===== src/rtl/ram_dma_pkg.sv =====
// Shared types and defaults for the RAM block-transfer engine.
// Latency: n/a (types, constants and helper functions only).
// Backpressure: n/a.
package ram_dma_pkg;

  localparam int DEF_ADDR_W = 9;
  localparam int DEF_DATA_W = 16;

  localparam logic MODE_COPY = 1'b0;
  localparam logic MODE_FILL = 1'b1;

  typedef enum logic [2:0] {
    ST_IDLE = 3'd0,
    ST_REQ  = 3'd1,
    ST_RD   = 3'd2,
    ST_WR   = 3'd3,
    ST_FILL = 3'd4,
    ST_FIN  = 3'd5
  } state_t;

  // States in which the engine holds (or is asking for) the RAM bus.
  function automatic logic owns_bus(input state_t s);
    return (s == ST_REQ) || (s == ST_RD) || (s == ST_WR) || (s == ST_FILL);
  endfunction

  // States that perform a RAM access when the grant is present.
  function automatic logic is_access(input state_t s);
    return (s == ST_RD) || (s == ST_WR) || (s == ST_FILL);
  endfunction

endpackage


===== src/rtl/ram_dma_ctr.sv =====
// Source/destination pointers (modulo 2^ADDR_W) and remaining-word counter.
// Latency: next-value outputs are combinational, state updates on the clock edge.
// Backpressure: pointers and count hold whenever no step is requested.
module ram_dma_ctr
  import ram_dma_pkg::*;
#(
  parameter int ADDR_W = DEF_ADDR_W
) (
  input  logic              i_clk,
  input  logic              i_rst_n,
  input  logic              i_load,
  input  logic [ADDR_W-1:0] i_src,
  input  logic [ADDR_W-1:0] i_dst,
  input  logic [ADDR_W-1:0] i_len,
  input  logic              i_step,      // one word written: dst+1, count-1
  input  logic              i_step_src,  // one copy word done: src+1
  output logic [ADDR_W-1:0] o_src_nxt,
  output logic [ADDR_W-1:0] o_dst_nxt,
  output logic              o_last
);

  logic [ADDR_W-1:0] r_src;
  logic [ADDR_W-1:0] r_dst;
  logic [ADDR_W-1:0] r_rem;
  logic [ADDR_W-1:0] w_rem_nxt;

  // Next pointer/count values; the top uses the pointer values to preload the address register.
  always_comb begin
    o_src_nxt = r_src;
    o_dst_nxt = r_dst;
    w_rem_nxt = r_rem;
    if (i_load) begin
      o_src_nxt = i_src;
      o_dst_nxt = i_dst;
      w_rem_nxt = i_len;
    end else begin
      if (i_step_src) o_src_nxt = r_src + ADDR_W'(1);
      if (i_step) begin
        o_dst_nxt = r_dst + ADDR_W'(1);
        w_rem_nxt = r_rem - ADDR_W'(1);
      end
    end
  end

  // Pointer and count registers; natural overflow gives the 0x1FF -> 0x000 wrap.
  always_ff @(posedge i_clk) begin
    if (!i_rst_n) begin
      r_src <= '0;
      r_dst <= '0;
      r_rem <= '0;
    end else begin
      r_src <= o_src_nxt;
      r_dst <= o_dst_nxt;
      r_rem <= w_rem_nxt;
    end
  end

  assign o_last = (r_rem == ADDR_W'(1));

endmodule


===== src/rtl/ram_dma.sv =====
// Block copy / fill engine driving the on-chip RAM port; fill mode built only with RAM_DMA_FILL_EN.
// Latency: REQ one cycle after start, copy done 2N+2 cycles after the start cycle, fill N+2, len 0 in 1.
// Backpressure: bus_gnt sampled each edge; without it the next access cycle is idle (CS low) and held.
module ram_dma
  import ram_dma_pkg::*;
#(
  parameter int ADDR_W = DEF_ADDR_W,
  parameter int DATA_W = DEF_DATA_W
) (
  input  logic              clk,
  input  logic              rst_n,
  input  logic              start,
  input  logic              mode,
  input  logic [ADDR_W-1:0] src,
  input  logic [ADDR_W-1:0] dst,
  input  logic [ADDR_W-1:0] len,
  input  logic [DATA_W-1:0] fill_val,
  output logic              busy,
  output logic              done,
  output logic              bus_req,
  input  logic              bus_gnt,
  output logic [ADDR_W-1:0] AddrRAM,
  output logic [DATA_W-1:0] DinRAM,
  input  logic [DATA_W-1:0] DoutRAM,
  output logic              write,
  output logic              CS
);

  state_t            r_state;
  state_t            w_state_nxt;

  logic              r_busy;
  logic              r_done;
  logic              r_cs;
  logic              r_write;
  logic [ADDR_W-1:0] r_addr;
  logic [DATA_W-1:0] r_din;
  logic [DATA_W-1:0] r_hold;

  logic              w_accept;
  logic              w_step;
  logic              w_step_src;
  logic              w_capture;
  logic              w_last;
  logic [ADDR_W-1:0] w_src_nxt;
  logic [ADDR_W-1:0] w_dst_nxt;

  logic              w_acc_nxt;
  logic              w_cs_nxt;
  logic              w_write_nxt;
  logic [ADDR_W-1:0] w_addr_nxt;
  logic [DATA_W-1:0] w_din_nxt;

  // A command is only taken while idle; strobes during a transfer are dropped.
  assign w_accept = (r_state == ST_IDLE) && start;

`ifdef RAM_DMA_FILL_EN
  logic              r_mode;
  logic [DATA_W-1:0] r_fill_val;
  logic              w_is_fill;

  // Latch the fill-mode command fields at acceptance.
  always_ff @(posedge clk) begin
    if (!rst_n) begin
      r_mode     <= MODE_COPY;
      r_fill_val <= '0;
    end else if (w_accept) begin
      r_mode     <= mode;
      r_fill_val <= fill_val;
    end
  end

  assign w_is_fill = (r_mode == MODE_FILL);
`else
  // Without fill support every command is a copy; mode and fill_val are ignored.
  logic w_unused_cfg;
  assign w_unused_cfg = ^{mode, fill_val, MODE_COPY, MODE_FILL};
`endif

  ram_dma_ctr #(
    .ADDR_W (ADDR_W)
  ) u_ctr (
    .i_clk      (clk),
    .i_rst_n    (rst_n),
    .i_load     (w_accept),
    .i_src      (src),
    .i_dst      (dst),
    .i_len      (len),
    .i_step     (w_step),
    .i_step_src (w_step_src),
    .o_src_nxt  (w_src_nxt),
    .o_dst_nxt  (w_dst_nxt),
    .o_last     (w_last)
  );

  // Next-state logic; an access state only advances after a cycle in which CS was really driven.
  always_comb begin
    w_state_nxt = r_state;
    w_step      = 1'b0;
    w_step_src  = 1'b0;
    w_capture   = 1'b0;
    case (r_state)
      ST_IDLE: begin
        if (start) w_state_nxt = (len == '0) ? ST_FIN : ST_REQ;
      end
      ST_REQ: begin
        if (bus_gnt) begin
`ifdef RAM_DMA_FILL_EN
          w_state_nxt = w_is_fill ? ST_FILL : ST_RD;
`else
          w_state_nxt = ST_RD;
`endif
        end
      end
      ST_RD: begin
        if (r_cs) begin
          w_capture   = 1'b1;
          w_state_nxt = ST_WR;
        end
      end
      ST_WR: begin
        if (r_cs) begin
          w_step      = 1'b1;
          w_step_src  = 1'b1;
          w_state_nxt = w_last ? ST_FIN : ST_RD;
        end
      end
`ifdef RAM_DMA_FILL_EN
      ST_FILL: begin
        if (r_cs) begin
          w_step      = 1'b1;
          w_state_nxt = w_last ? ST_FIN : ST_FILL;
        end
      end
`endif
      ST_FIN: begin
        w_state_nxt = ST_IDLE;
      end
      default: begin
        w_state_nxt = ST_IDLE;
      end
    endcase
  end

  // Output values for the coming cycle, derived from the next state so the RAM port is fully registered.
  always_comb begin
    w_acc_nxt   = is_access(w_state_nxt);
    w_cs_nxt    = w_acc_nxt && bus_gnt;
    w_write_nxt = w_cs_nxt && (w_state_nxt != ST_RD);
    w_addr_nxt  = r_addr;
    w_din_nxt   = r_din;
    if (w_acc_nxt) w_addr_nxt = (w_state_nxt == ST_RD) ? w_src_nxt : w_dst_nxt;
    if (w_state_nxt == ST_WR) w_din_nxt = w_capture ? DoutRAM : r_hold;
`ifdef RAM_DMA_FILL_EN
    if (w_state_nxt == ST_FILL) w_din_nxt = r_fill_val;
`endif
  end

  // State register.
  always_ff @(posedge clk) begin
    if (!rst_n) r_state <= ST_IDLE;
    else        r_state <= w_state_nxt;
  end

  // Registered Moore outputs.
  always_ff @(posedge clk) begin
    if (!rst_n) begin
      r_busy  <= 1'b0;
      r_done  <= 1'b0;
      r_cs    <= 1'b0;
      r_write <= 1'b0;
      r_addr  <= '0;
      r_din   <= '0;
    end else begin
      r_busy  <= owns_bus(w_state_nxt);
      r_done  <= (w_state_nxt == ST_FIN);
      r_cs    <= w_cs_nxt;
      r_write <= w_write_nxt;
      r_addr  <= w_addr_nxt;
      r_din   <= w_din_nxt;
    end
  end

  // Data holding register: the word read in RD, kept for a WR that has to wait for the grant.
  always_ff @(posedge clk) begin
    if (!rst_n)         r_hold <= '0;
    else if (w_capture) r_hold <= DoutRAM;
  end

  // busy and bus_req cover the same states (REQ through the last access).
  assign busy    = r_busy;
  assign bus_req = r_busy;
  assign done    = r_done;
  assign CS      = r_cs;
  assign write   = r_write;
  assign AddrRAM = r_addr;
  assign DinRAM  = r_din;

endmodule


===== config.mk =====
export PLATFORM = sky130hd
export DESIGN_NAME = ram_dma
export DESIGN_NICKNAME = d
export VERILOG_FILES = /design/src/rtl/ram_dma_pkg.sv /design/src/rtl/ram_dma_ctr.sv /design/src/rtl/ram_dma.sv
export SDC_FILE = /design/constraint.sdc
export NUM_CORES = 1
export LEC_CHECK = 0
export ABC_AREA = 1
export CAP_MARGIN = 20
export CORE_ASPECT_RATIO = 0.75
export CORE_MARGIN = 2
export CORE_UTILIZATION = 44
export DETAILED_ROUTE_END_ITERATION = 16
export GPL_TIMING_DRIVEN = 0
export PLACE_DENSITY = 0.76
export SLEW_MARGIN = 20
export SYNTH_ARGS = -nofsm -noshare
export SYNTH_HDL_FRONTEND = slang
export SYNTH_HIERARCHICAL = 1
export SYNTH_SLANG_ARGS = --single-unit
export TNS_END_PERCENT = 100

===== constraint.sdc =====
create_clock -name clk -period 2.1 [get_ports clk]
set_input_delay 0.42 -clock clk [delete_from_list [all_inputs] [get_ports clk]]
set_output_delay 0.42 -clock clk [all_outputs]
set_load 0.1 [all_outputs]

==> metrics <==
Worst R2R Start=u_ctr/r_rem[3]; Critical Path Source=u_ctr/r_rem[3]; R2R Path End=bus_req; row cnt=28; Final Non-Filler Cells=about 700; pwr dens=~840 mW/mm2; vias in the first global route=roughly 3.4k; Buffers on Ports=76; crit share post-route=between 90% and 100%; Storage cell area=0.001503 mm2; critical path's most frequent cell=nand2_1; cell-internal power=0.002525 W; gpl congestion=~0.91; Worst path max stage delay=around 0.38 ns; max-slew violation count=0; initial DRC count=122; switching share of power=a little under two fifths; Seq/Total Area, Yosys=roughly 41%; crit-path cells=nor2_2 > inv_1 > nor3_2 > nand2_1 > nand2_1 > nand3_2 > inv_2 > buf_2 > nand2_1 > nand2_1 > nor2_1; total grt overflow=0; max-cap check violation count=0; antenna viol nets, final=0; Routed wire per std cell=between 10 and 15 um; area leader, netlist=dfxtp_1; fin crit period=about 2.1 ns; NumNets Final=667; HP Class=flop to flop; TritonCTS Buffers=9; Initial Util=a little under half; Seq cells post-synth=75; Clk Latency, worst-skew pair=approximately 0.35 ns; CP Capture Type=flop; Top Ports=94; reg2reg path depth=11; Chip Width=108.9 um; initial antenna violation count=0; clk root buf=clkbuf_8; combinational group share of total power=approximately 29%; Setup TNS=0 ns; antenna cells=0; clock power share=a little under a third; Synth async-reset ratio=0%; slew margin rel.=around a third; area of the multi-input gates=~0.0019 mm2; GR Util All Layers=roughly 22%; Post-synth EDFFs=0; final setup margin=~0.019 ns; Worst Setup EP=bus_req; fraction of final layout cells sized beyond drive strength 1=about 14%; Worst path slowest cell=dfxtp_1; VDD IR max=roughly 0.0006 V; Reg2Reg Setup Slack=0.02 ns; WP buf/inv=3; vias per cell=roughly 5.1; Fill cells=748; top cell type's share of synthesized area=about 41%; post-synth net total=577; average instance area after synthesis=just over 7 um2; Reg power frac=roughly two fifths; largest net degree at the start of global routing=15; Cells after DPL=slightly below 700; Post-synth top flop=dfxtp_1; Post-Place Setup Slack=around 0.00006 ns; via count=~3.6k; Final Util=between 60% and 70%; DRC violations left=0; library cells used by synthesis=35; final hold slack=slightly below 0.5 ns; CP arrival=~2.3 ns; crit start category=flop; Fmax achieved=between 0.4 and 0.5 GHz; Worst EP required=between 2 and 2.5 ns; Pre-antenna DRT Iters=7; clk slew on worst S/H paths=around 0.090 ns; synth top area cells=dfxtp_1, nand2_1, nor2_1; worst-margin pin slew=about 1 ns; Mapped Area=~0.0036 mm2; number of H-tree levels=3; Leak=2.123 nW; Clock Sinks=75; CTS Hold Bufs=0; Setup violations, final=0; Crit Path Class=flop to flop; CTS max path bufs=2; die area=0.009000 mm2; CORE AREA=0.007953 mm2; CTS tree=yes; Largest delay share family, worst path=simple AND/OR/NAND/NOR gates; crit path max fanout=10; Area Overhead vs Synth=31.47%; dpl hpwl=between 6 and 7 mm; Hold Vio Cnt, Final=0; global-route wire length before repair=15.37 mm; outcome=finished clean; final wirelength=approximately 9.4 mm; CP Depth=11; worst clock skew=between 0.01 and 0.015 ns; Mapped Cells=just over 500; Die Span Y=just over 80 um; Synth warnings=6; net switching power=between 0.001 and 0.0015 W
## layer usage
layer / track usage, % / wire length, um / vias to the layer above
li1: - / - / 1824
met1: 28.99 / 4480 / 1681
met2: 35.53 / 4236 / 124
met3: 4.945 / 586 / 17
met4: 7.564 / 123 / 0
met5: 0 / 0 / -
## layout make-up
cell class	instances	area share (%)
multi-input cells	369	38.83
repair buffers	79	16.15
clock inverters	7	2.071
clock buffers	9	2.596
flip-flops and latches	75	31.49
plain buffers	20	2.569
inverters	45	3.540
well taps	105	2.753
## layout by cell type, fill, tap and decap left out, drive strengths merged
cell type        n
nand2          120
nor2            86
dfxtp           75
inv             47
clkdlybuf4s50   46
a21oi           41
o21ai           38
nand3           33
dlygate4sd2     30
or2             19
buf             17
clkbuf          15
nand4            7
nor3             5
a22oi            4
ha               4
o21bai           3
bufinv           2
nand3b           2
and2             2
a31oi            2
clkinv           2
clkinvlp         1
a211oi           1
o31ai            1
mux2             1
## tightest hold or removal path, stage by stage, from the launching register on
cell and delay (ns):
dfxtp_1 0.33, nor2_1 0.05, nor2_1 0.08
## synth_stat cells (2+ instances only)
master / n
nor2_2: 6
nor2_1: 75
o21bai_2: 3
o21ai_0: 35
ha_1: 4
and2_1: 2
nand2_1: 115
clkbuf_1: 6
o21ai_1: 2
buf_2: 8
nand3_1: 26
nand2_2: 5
a21oi_1: 36
or2_2: 7
buf_4: 2
nand4_1: 7
a21oi_2: 5
inv_1: 38
nor2_4: 5
a22oi_1: 4
dfxtp_1: 75
or2_1: 10
nand3b_1: 2
a31oi_1: 2
nor3_1: 4
inv_2: 7
buf_6: 4
nand3_2: 7
## timing repair
item                       in CTS  in global routing
pin swaps                       0                  1
resized for setup              30                  1
setup buffers                   0                  3
setup endpoints to repair      30                 23
## state kept, by name (all words and copies together), names as in the netlist
signal,count
u_ctr/r_src,9
bus_req,1
write,1
r_state,3
CS,1
DinRAM,16
r_hold,16
u_ctr/r_dst,9
AddrRAM,9
done,1
u_ctr/r_rem,9
## logic make-up after synthesis
kind of cell / share of synthesized area [%]
and+or+nand+nor: 34.75
AOI/OAI and AO/OA: 14.17
DFF: 41.37
buffers and inverters: 8.032
adders and majority gates: 1.379
muxes: 0.3102
## worst min path at each step
stage	start	to	depth (start not counted)
2_1_floorplan	r_hold[10]	r_hold[10]	2
3_3_place_gp	DinRAM[6]	DinRAM[6]	2
3_5_place_dp	DinRAM[3]	DinRAM[3]	2
4_1_cts	DinRAM[8]	DinRAM[8]	2
5_1_grt	DinRAM[8]	DinRAM[8]	2
6_report	DinRAM[3]	DinRAM[3]	2
## stage by stage
stage	cell area, um2	total power [W]
2_1_floorplan	3642	0.002485
3_3_place_gp	4534	0.002801
3_5_place_dp	4534	0.002817
4_1_cts	4720	0.004016
5_1_grt	4772	0.004186
6_report	4772	0.004005
## power groups by stage
stage                     clock network, W  registers [W]  logic [W]
final                              0.00125        0.00160    0.00115
after global routing               0.00133        0.00162    0.00124
after CTS                          0.00127        0.00160    0.00115
after detailed placement                 0        0.00164    0.00118
after global placement                   0        0.00163    0.00117
after floorplan                          0        0.00204   0.000450
No activity file was read; power rests on OpenSTA's default activity.
